--- src/rtl/apb_decode_bridge.sv ---
// apb_decode_bridge: registered APB fan-out that decodes, replays and returns one transfer at a time; APB_DECODE_BRIDGE_TIMEOUT_EN enables the hung-slave timeout.
module apb_decode_bridge #(
  parameter int          NUM_SLAVES     = 4,
  parameter logic [31:0] BASE_ADDR      = 32'h0,
  parameter int          REGION_SHIFT   = 10,
  parameter int          TIMEOUT_CYCLES = 255
) (
  input  logic                       clk,
  input  logic                       rst,
  input  logic                       s_psel,
  input  logic                       s_penable,
  input  logic                       s_pwrite,
  input  logic [31:0]                s_paddr,
  input  logic [31:0]                s_pwdata,
  output logic [31:0]                s_prdata,
  output logic                       s_pready,
  output logic                       s_pslverr,
  output logic [NUM_SLAVES-1:0]      m_psel,
  output logic                       m_penable,
  output logic                       m_pwrite,
  output logic [31:0]                m_paddr,
  output logic [31:0]                m_pwdata,
  input  logic [NUM_SLAVES*32-1:0]   m_prdata,
  input  logic [NUM_SLAVES-1:0]      m_pready,
  input  logic [NUM_SLAVES-1:0]      m_pslverr
);
  localparam int IW = NUM_SLAVES > 1 ? $clog2(NUM_SLAVES) : 1;
  localparam logic [NUM_SLAVES-1:0] one = NUM_SLAVES'(1);
  localparam logic [31:0] err_word = 32'hBADD_C0DE;
  typedef enum logic [1:0] {IDLE, SETUP, ACCESS, RESP} state_t;
  state_t state, next;
  logic [IW-1:0] idx;
  logic [31:0] off, slot, resp_data;
  logic [31:0] rd_arr [NUM_SLAVES];
  logic resp_err, pwrite_q, start, dec_err, hit, tmo;
  if (NUM_SLAVES < 1 || NUM_SLAVES > 16 || TIMEOUT_CYCLES < 1 || TIMEOUT_CYCLES > 255) begin : g_bad_cfg
    $error("apb_decode_bridge: parameter out of range");
  end
  for (genvar i = 0; i < NUM_SLAVES; i++) begin : g_rd
    assign rd_arr[i] = m_prdata[32*i +: 32];
  end
  assign off     = s_paddr - BASE_ADDR;
  assign slot    = off >> REGION_SHIFT;
  assign start   = state == IDLE && s_psel && !s_penable;
  assign dec_err = s_paddr < BASE_ADDR || slot >= 32'(NUM_SLAVES);
  assign hit     = state == ACCESS && m_pready[idx];
`ifdef APB_DECODE_BRIDGE_TIMEOUT_EN
  logic [7:0] cnt;
  always_ff @(posedge clk or posedge rst)
    if (rst) cnt <= '0;
    else if (state == SETUP) cnt <= '0;
    else if (state == ACCESS && cnt != 8'hff) cnt <= cnt + 8'd1;
  // cnt counts completed ACCESS cycles, so the limit is hit on the last allowed one
  assign tmo = state == ACCESS && !m_pready[idx] && cnt == 8'(TIMEOUT_CYCLES - 1);
`else
  assign tmo = 1'b0;
`endif
  always_comb begin
    next = state;
    unique case (state)
      IDLE:    next = start ? (dec_err ? RESP : SETUP) : IDLE;
      SETUP:   next = ACCESS;
      ACCESS:  next = hit || tmo ? RESP : ACCESS;
      default: next = IDLE;
    endcase
  end
  assign m_psel    = state == SETUP || state == ACCESS ? one << idx : '0;
  assign m_penable = state == ACCESS;
  assign m_pwrite  = state != IDLE && pwrite_q;
  assign s_pready  = state == RESP;
  assign s_prdata  = s_pready ? resp_data : '0;
  assign s_pslverr = s_pready && resp_err;
  // the response defaults to the error word so decode errors and timeouts need no extra path
  always_ff @(posedge clk or posedge rst)
    if (rst) begin
      state     <= IDLE;
      idx       <= '0;
      m_paddr   <= '0;
      m_pwdata  <= '0;
      pwrite_q  <= 1'b0;
      resp_data <= '0;
      resp_err  <= 1'b0;
    end else begin
      state <= next;
      if (start) begin
        m_paddr   <= s_paddr;
        m_pwdata  <= s_pwdata;
        pwrite_q  <= s_pwrite;
        idx       <= slot[IW-1:0];
        resp_data <= err_word;
        resp_err  <= 1'b1;
      end
      if (hit) begin
        resp_data <= pwrite_q ? '0 : rd_arr[idx];
        resp_err  <= m_pslverr[idx];
      end
    end
endmodule

--- config.mk ---
export PLATFORM = sky130hd
export DESIGN_NAME = apb_decode_bridge
export DESIGN_NICKNAME = d
export VERILOG_FILES = /design/src/rtl/apb_decode_bridge.sv
export SDC_FILE = /design/constraint.sdc
export NUM_CORES = 1
export LEC_CHECK = 0
export CAP_MARGIN = 10
export CORE_MARGIN = 4
export CORE_UTILIZATION = 25
export DETAILED_ROUTE_END_ITERATION = 10
export MAX_ROUTING_LAYER = met4
export PLACE_DENSITY = 0.61
export SLEW_MARGIN = 5
export SYNTH_ARGS = -nofsm -noshare
export SYNTH_HDL_FRONTEND = slang
export SYNTH_SLANG_ARGS = --single-unit
--- constraint.sdc ---
create_clock -name clk -period 4.5 [get_ports clk]
set_input_delay 0.9 -clock clk [delete_from_list [all_inputs] [get_ports clk]]
set_output_delay 0.9 -clock clk [all_outputs]
set_load 0.02 [all_outputs]
**After elaboration in Yosys (flattened, before gate mapping)**

Index checks and enable logic that the tools add are counted.

- Register bits: 102
- Latch bits: 0
- Memory bits (writable): 0
- Memory bits (read-only): 0
- Word-level logic and storage cells: 45
- Memories kept: 0

- $add $sub $neg: 0
- $mul: 0
- Divide/modulo/power cells: 0
- Order comparisons: 4
- Equality and inequality tests: 3
- Shift-type cells: 1
- Muxes and demuxes: 18
- Bitwise gates (word level): 1
- Reduce and logical (&&, ||, !) cells: 11

Operator list:

| kind | count |
|---|---|
| two-way mux 32 bit | 6 |
| binary-select mux 32 bit (select 2 bit) | 1 |
| less-than comparator 32 x 1 -> 1 bit (second input constant) | 1 |
| greater-or-equal comparator 22 x 3 -> 1 bit (second input constant) | 1 |
| one-hot mux 2 bit (3 select lines) | 1 |
| logical AND 1 bit | 5 |
| two-way mux 1 bit | 5 |
| binary-select mux 1 bit (select 2 bit) | 2 |
| equality test 2 bit (second input constant) | 2 |
| two-way mux 2 bit | 2 |
| two-way mux 4 bit | 1 |
| nonzero test 2 bit | 2 |
| << shifter 1 x 2 -> 4 bit (first input constant) | 1 |
| greater-or-equal comparator 3 bit (second input constant) | 1 |
| less-than comparator 2 x 3 -> 1 bit (second input constant) | 1 |
| inverter 2 -> 3 bit | 1 |
| equality test 2 x 1 -> 1 bit (second input constant) | 1 |
| logical NOT 2 bit | 1 |
| logical OR 1 bit | 2 |
| logical NOT 1 bit | 1 |

**Longest topological paths before layout**

Gate-level depths: netlist of run 1.

- Word-level depth: 6
- Gate-level depth with buffers: 8

**Worst setup path after synthesis of run 1**

No wires, ideal clock.

- Path kind: register to output
- Start: register, netlist name m_paddr[11]
- End: output port m_psel[0]
- Arrival time: 1322 ps
- Data required time: 3600 ps
- Slack: 2278 ps
- Stages on the path, launching flop included: 4
- Buffers on the path: 2
- Cell sequence: dfrtp_1 -> buf_6 -> buf_2 -> nor3b_1

RTL lines:

| item | line | text |
|---|---|---|
| end: declaration | 18 | `output logic [NUM_SLAVES-1:0] m_psel,` |

**Worst setup path after layout of run 1**

- Start: register state[1]
- End: output port s_prdata[15]

- Cells in the longest elaborated chain, start to end: 2

RTL lines:

| item | line | text |
|---|---|---|
| start: declaration | 31 | `state_t state, next;` |
| start signal: assignment | 84 | `state <= next;` |
| equality test 2 bit | 70 | `assign s_pready = state == RESP;` |
| two-way mux 32 bit | 71 | `assign s_prdata = s_pready ? resp_data : '0;` |
| end: declaration | 15 | `output logic [31:0] s_prdata,` |

No other way between the ends.

==> flow_summary_export.csv, run 1 <==
group,metric,value,unit
status,status,"finished, final reports clean",
detailed_routing,antenna_left,0,
layout,drive_above_1_share,3.51,%
detailed_routing,viasPerCell,4.39,
synth,ys.flop_type,"dfrtp_1",
detailed_routing,routedWlPerCell,16.8,um
setup_path,start_kind,"flip-flop",
synth,synth_edf_count,0,
synth,ys_async_sr_fraction,100,%
cts,htree_levels,3,
global_route,grt_max_degree,60,
global_route,grt_pass1_wl,29400,um
synth,synthMostInstantiatedCell,"nand2_1",
power_and_ir_drop,p_leak,4.03,nW
floorplan,rows,53,
detailed_routing,vias,4967,
cts,post_cts_resized,0,
placed_design,place_inst,1114,
synth,seq_area_frac_synth,47.1,%
detailed_routing,routed_wl,19000,um
timing,post-route-period-util,68.8,%
timing,tns,0,ns
timing,worst_pin_slew,0.931,ns
cts,clock_latency,0.35,ns
cts,cts.path.max_buffers,2,
timing,clock-skew-final,0.00941,ns
setup_path,setup.worst_path.end_class,"output pin",
layout,syn2layout_area_growth,67.0,%
job,cap_violations,0,
layout,fin_nets,1058,
setup_path,crit_type,"reg -> out",
placed_design,portBuffers,308,
cts,postCtsSetupRepairBufs,0,
cts,cts_made_buffers,9,
worst_hold_path,hold_path.class,"reg -> reg",
global_route,grt_pass1_vias,5173,
global_route,grt_usage,16.1,%
synth,netlist.area_leader.share,47.1,%
timing,finalCriticalPeriod,3.09,ns
timing,hold_viol_final,0,
timing,slew_headroom,37.9,%
global_route,antenna_found_initial,1,
floorplan,coreArea,21000,sq um
setup_path,cp.arrival,2.19,ns
placed_design,dp_hpwl,14000,um
synth,netlist_instances,563,
power_and_ir_drop,p_per_area,591,nW/um^2
synth,syn_area_per_cell,9.43,sq um
placed_design,gp_congestion,0.809,
timing,timing.fmax,323,MHz
timing,maxSlewViolCount,0,
cts,cts_sinks,100,
synth,ys_warn_count,0,
layout,instances_no_fill,1131,
power_and_ir_drop,vdd_ir_drop_max,0.256,mV
synth,synth_top_area_cell,"dfrtp_1",
synth,synth_seq_cells,100,
setup_path,required,3.60,ns
floorplan,fp.dieArea,23600,sq um
synth,synth_common_cells,"nand2_1, dfrtp_1, mux2i_1",
cts,cts_tree,"done",
global_route,gr-total-overflow,0,
floorplan,die_w,154,um
synth,syn_area,5310,sq um
timing,rsz0062_at_grt,"no",
detailed_routing,drc,0,
setup_path,critPathMaxFanout,28,
synth,netlist_top_cells_area,"dfrtp_1, mux2i_1, nand2_1",
cts,root_buffer,"clkbuf_16",
synth,ys_types,28,
timing,finalSetupViolations,0,
floorplan,start_util,25.3,%
cts,clk_pin_slew_worst_paths,0.07,ns
floorplan,io_pins,309,
synth,syn_nets,771,
cts,postCtsHoldBufs,0,
floorplan,die_h,154,um
detailed_routing,drtIter0Drc,173,
detailed_routing,dr.pass1.iters,4,
## power by group
part	switching [W]	internal [W]	leakage (nW)	total (W)
Clock	0.000365	0.000382	0.131	0.000747
Sequential	0.000263	0.00132	1.23	0.00159
Combinational	0.00149	0.00142	2.68	0.00291
Total	0.00211	0.00313	4.03	0.00524
## cell usage in the layout, fill, tap and decap left out, drive strengths merged
cell           netlist  routed
mux4                 1       1
nor3                 1       1
nand2              210     210
nor2b                1       1
clkinv               0       2
clkbuf              17      10
inv                  3       5
mux2                 1       1
or2                  1       1
nor3b                1       1
diode                0       1
and3                 1       1
a311oi               1       1
buf                 24       9
nand3b               1       1
ha                   3       3
or4                  4       4
nand2b               3       3
nor4                 1       1
nor2                22      22
o22a                33      33
and2                33      33
clkdlybuf4s50        0     308
a21oi                1       1
clkinvlp             0       2
dfrtp              100     100
and3b                2       2
mux2i               98      98
## worst paths after layout
check | start | endpoint | slack, ns | depth (start not counted)
worst min-delay path | m_pwdata[4] | m_pwdata[4] | 0.47 | 2
min in group asynchronous | rst | m_pwdata[4] | 0.95 | 2
worst max register to register | m_paddr[11] | resp_data[14] | 2.25 | 4
worst max-delay path | state[1] | s_prdata[15] | 1.41 | 4
max in group asynchronous | rst | m_paddr[3] | 2.76 | 3
worst min register to register | m_pwdata[4] | m_pwdata[4] | 0.47 | 2
## cell families after synthesis
family	after synthesis	share of synthesized area, %
compound gates	35	5.70
fa+ha+maj	3	0.707
mux	100	19.2
simple gates	281	22.4
buf+inv	44	4.90
flops	100	47.1
## cell type report
type	instances	area (sq um)
Multi-Input combinational cell	419	2550
Fill cell	2117	12100
Timing Repair Buffer	317	3180
Tap cell	275	344
Inverter	3	13.8
Clock buffer	10	229
Clock inverter	6	48.8
Sequential cell	100	2510
Antenna cell	1	2.50
## through the flow
step	cell area [sq um]	setup WS, ns	utilization, %	hold slack [ns]	power [W]
global placement	8590	1.74	41.0	0.456	0.00454
finish	8870	1.41	42.3	0.472	0.00524
floorplan	5310	0.981	-	0.465	0.00334
detailed placement	8590	1.70	41.0	0.462	0.00457
global route	8870	1.23	42.3	0.493	0.00563
CTS	8870	1.35	42.3	0.480	0.00535
## flip-flops by register name (all words and copies together) (netlist names)
register / count
state: 2
pwrite_q: 1
m_paddr: 32
resp_err: 1
resp_data: 32
m_pwdata: 32
## metal layers
metal  track usage (%)  routed length [um]  vias to the layer above
met5                 -                   0                        -
li1                  -                   -                     2439
met2              25.5                8860                      210
met1              20.0                8340                     2300
met4              3.74                 314                        0
met3              5.21                1500                       18
## critical path, stage by stage, from the launching register on
cell and delay, ns:
dfrtp_1 0.37, ha_1 0.34, buf_4 0.34, and2_1 0.18, clkdlybuf4s50_1 0.60
No activity file was read; power rests on OpenSTA's default activity.
==> run 2, diff against run 1 <==
==> constraint.sdc (replaced) <==
create_clock -name clk -period 3.1 [get_ports clk]
set_input_delay 0.62 -clock clk [delete_from_list [all_inputs] [get_ports clk]]
set_output_delay 0.62 -clock clk [all_outputs]
set_load 0.02 [all_outputs]
==> flow_summary_export.csv, run 2 (synthesis gave the netlist of run 1 again) <==
group,metric,value,unit
global_route,grt_max_degree,66,
setup_path,crit_start,"state[1]",
detailed_routing,drc,0,
detailed_routing,drtIter0Drc,181,
floorplan,die_h,154,um
detailed_routing,viasPerCell,4.38,
setup_path,slowest_delay,0.60,ns
power_and_ir_drop,intPower,0.00474,W
cts,htree_levels,3,
setup_path,critPathMaxFanout,24,
job,cap_violations,0,
setup_path,start_kind,"flip-flop",
worst_hold_path,hold_path.class,"reg -> reg",
floorplan,start_util,25.3,%
layout,final_common_cell,"clkdlybuf4s50_1",
detailed_routing,antenna_left,0,
cts,cts.path.max_buffers,2,
setup_path,worstPathCellList,"ha_1, buf_12, and2_1, clkdlybuf4s50_1",
timing,clock-skew-final,0.00802,ns
global_route,grt_pass1_vias,5181,
timing,finalSetupViolations,0,
global_route,grt_pass1_wl,29500,um
power_and_ir_drop,p_sw_share,39.0,%
setup_path,setup.worst_path.end_class,"output pin",
timing,hold_viol_final,0,
placed_design,place_inst,1118,
power_and_ir_drop,p_comb_share,54.3,%
cts,clk_pin_slew_worst_paths,0.07,ns
setup_path,crit_type,"reg -> out",
setup_path,rrSetupSlack,0.96,ns
timing,slew_headroom,44.9,%
detailed_routing,dr.pass1.iters,4,
cts,post_cts_resized,0,
floorplan,rows,53,
placed_design,gp_congestion,0.834,
detailed_routing,vias,4965,
timing,finalCriticalPeriod,2.83,ns
layout,fin_nets,1062,
status,status,"finished, final reports clean",
cts,postCtsHoldBufs,0,
floorplan,coreArea,21000,sq um
power_and_ir_drop,total_power,0.00778,W
worst_hold_path,min_from,"m_paddr[5]",
setup_path,cp.arrival,2.21,ns
setup_path,worstReg2RegStart,"m_paddr[11]",
cts,postCtsSetupRepairBufs,0,
global_route,gr-total-overflow,0,
layout,mostFrequentLayoutCells,"clkdlybuf4s50_1, nand2_1, dfrtp_1",
floorplan,io_pins,309,
power_and_ir_drop,vdd_ir_drop_max,0.416,mV
timing,tns,0,ns
power_and_ir_drop,p_seq_share,30.1,%
timing,post-route-period-util,91.3,%
power_and_ir_drop,power.share.clock,15.6,%
placed_design,dp_hpwl,14400,um
cts,cts_sinks,100,
detailed_routing,routed_wl,19000,um
layout,largestRegisters,"m_paddr x32, m_pwdata x32, resp_data x32",
floorplan,die_w,154,um
timing,rsz0062_at_grt,"no",
layout,instances_no_fill,1134,
timing,worst_pin_slew,0.827,ns
cts,root_buffer,"clkbuf_16",
cts,cts_made_buffers,9,
floorplan,fp.dieArea,23600,sq um
timing,timing.fmax,353,MHz
placed_design,portBuffers,308,
setup_path,required,2.48,ns
power_and_ir_drop,p_sw,0.00303,W
power_and_ir_drop,p_leak,4.09,nW
layout,drive_above_1_share,3.85,%
timing,maxSlewViolCount,0,
setup_path,slowest_stage,"clkdlybuf4s50_1",
layout,syn2layout_area_growth,68.8,%
detailed_routing,routedWlPerCell,16.8,um
cts,cts_tree,"done",
global_route,antenna_found_initial,1,
global_route,grt_usage,16.1,%
cts,clock_latency,0.34,ns
power_and_ir_drop,p_per_area,867,nW/um^2
[run 2: layout make-up]
cell class | count | area, sq um
Timing Repair Buffer | 321 | 3230
Fill cell | 2093 | 12000
Multi-Input combinational cell | 419 | 2550
Clock inverter | 4 | 73.8
Clock buffer | 11 | 243
Tap cell | 275 | 344
Antenna cell | 1 | 2.50
Inverter | 3 | 15.0
Sequential cell | 100 | 2510
[run 2: path summary, 6_finish.rpt]
check / to / depth (start not counted)
setup / recovery: s_prdata[13] / 4
hold / removal: m_paddr[5] / 2
setup reg to reg: resp_data[28] / 4
hold reg to reg: m_paddr[5] / 2
max in group asynchronous: m_pwdata[24] / 3
min in group asynchronous: m_pwdata[18] / 2
[run 2: power by group through the flow]
stage               Combinational, W  Sequential [W]  Clock (W)
floorplan                    0.00217         0.00269          0
global placement             0.00424         0.00237          0
detailed placement           0.00428         0.00236          0
CTS                          0.00429         0.00235    0.00126
global route                 0.00458         0.00244    0.00132
finish                       0.00422         0.00234    0.00121
[run 2: stage by stage]
step / cell area [sq um] / setup slack [ns] / hold slack [ns] / utilization, %
after floorplan: 5310 / 1.16 / 0.465 / -
after global placement: 8650 / 0.633 / 0.456 / 41.3
after detailed placement: 8650 / 0.583 / 0.461 / 41.3
after CTS: 8960 / 0.197 / 0.478 / 42.8
after global routing: 8960 / 0.0734 / 0.497 / 42.8
final: 8960 / 0.270 / 0.471 / 42.8
[run 2: critical path: cells and delay by family (launching register included)]
| kind | cells | cell delay, ns |
|---|---|---|
| buffers and inverters | 2 | 0.83 |
| AND/OR/NAND/NOR | 1 | 0.15 |
| flip-flops | 1 | 0.37 |
| adder cells (fa/ha/maj) | 1 | 0.52 |
[run 2: layer usage]
metal | track usage [%] | vias up | routed length, um
met5 | - | - | 0
met4 | 4.25 | 0 | 272
met3 | 4.39 | 18 | 1330
met2 | 25.2 | 208 | 8780
met1 | 20.8 | 2300 | 8600
li1 | - | 2439 | -
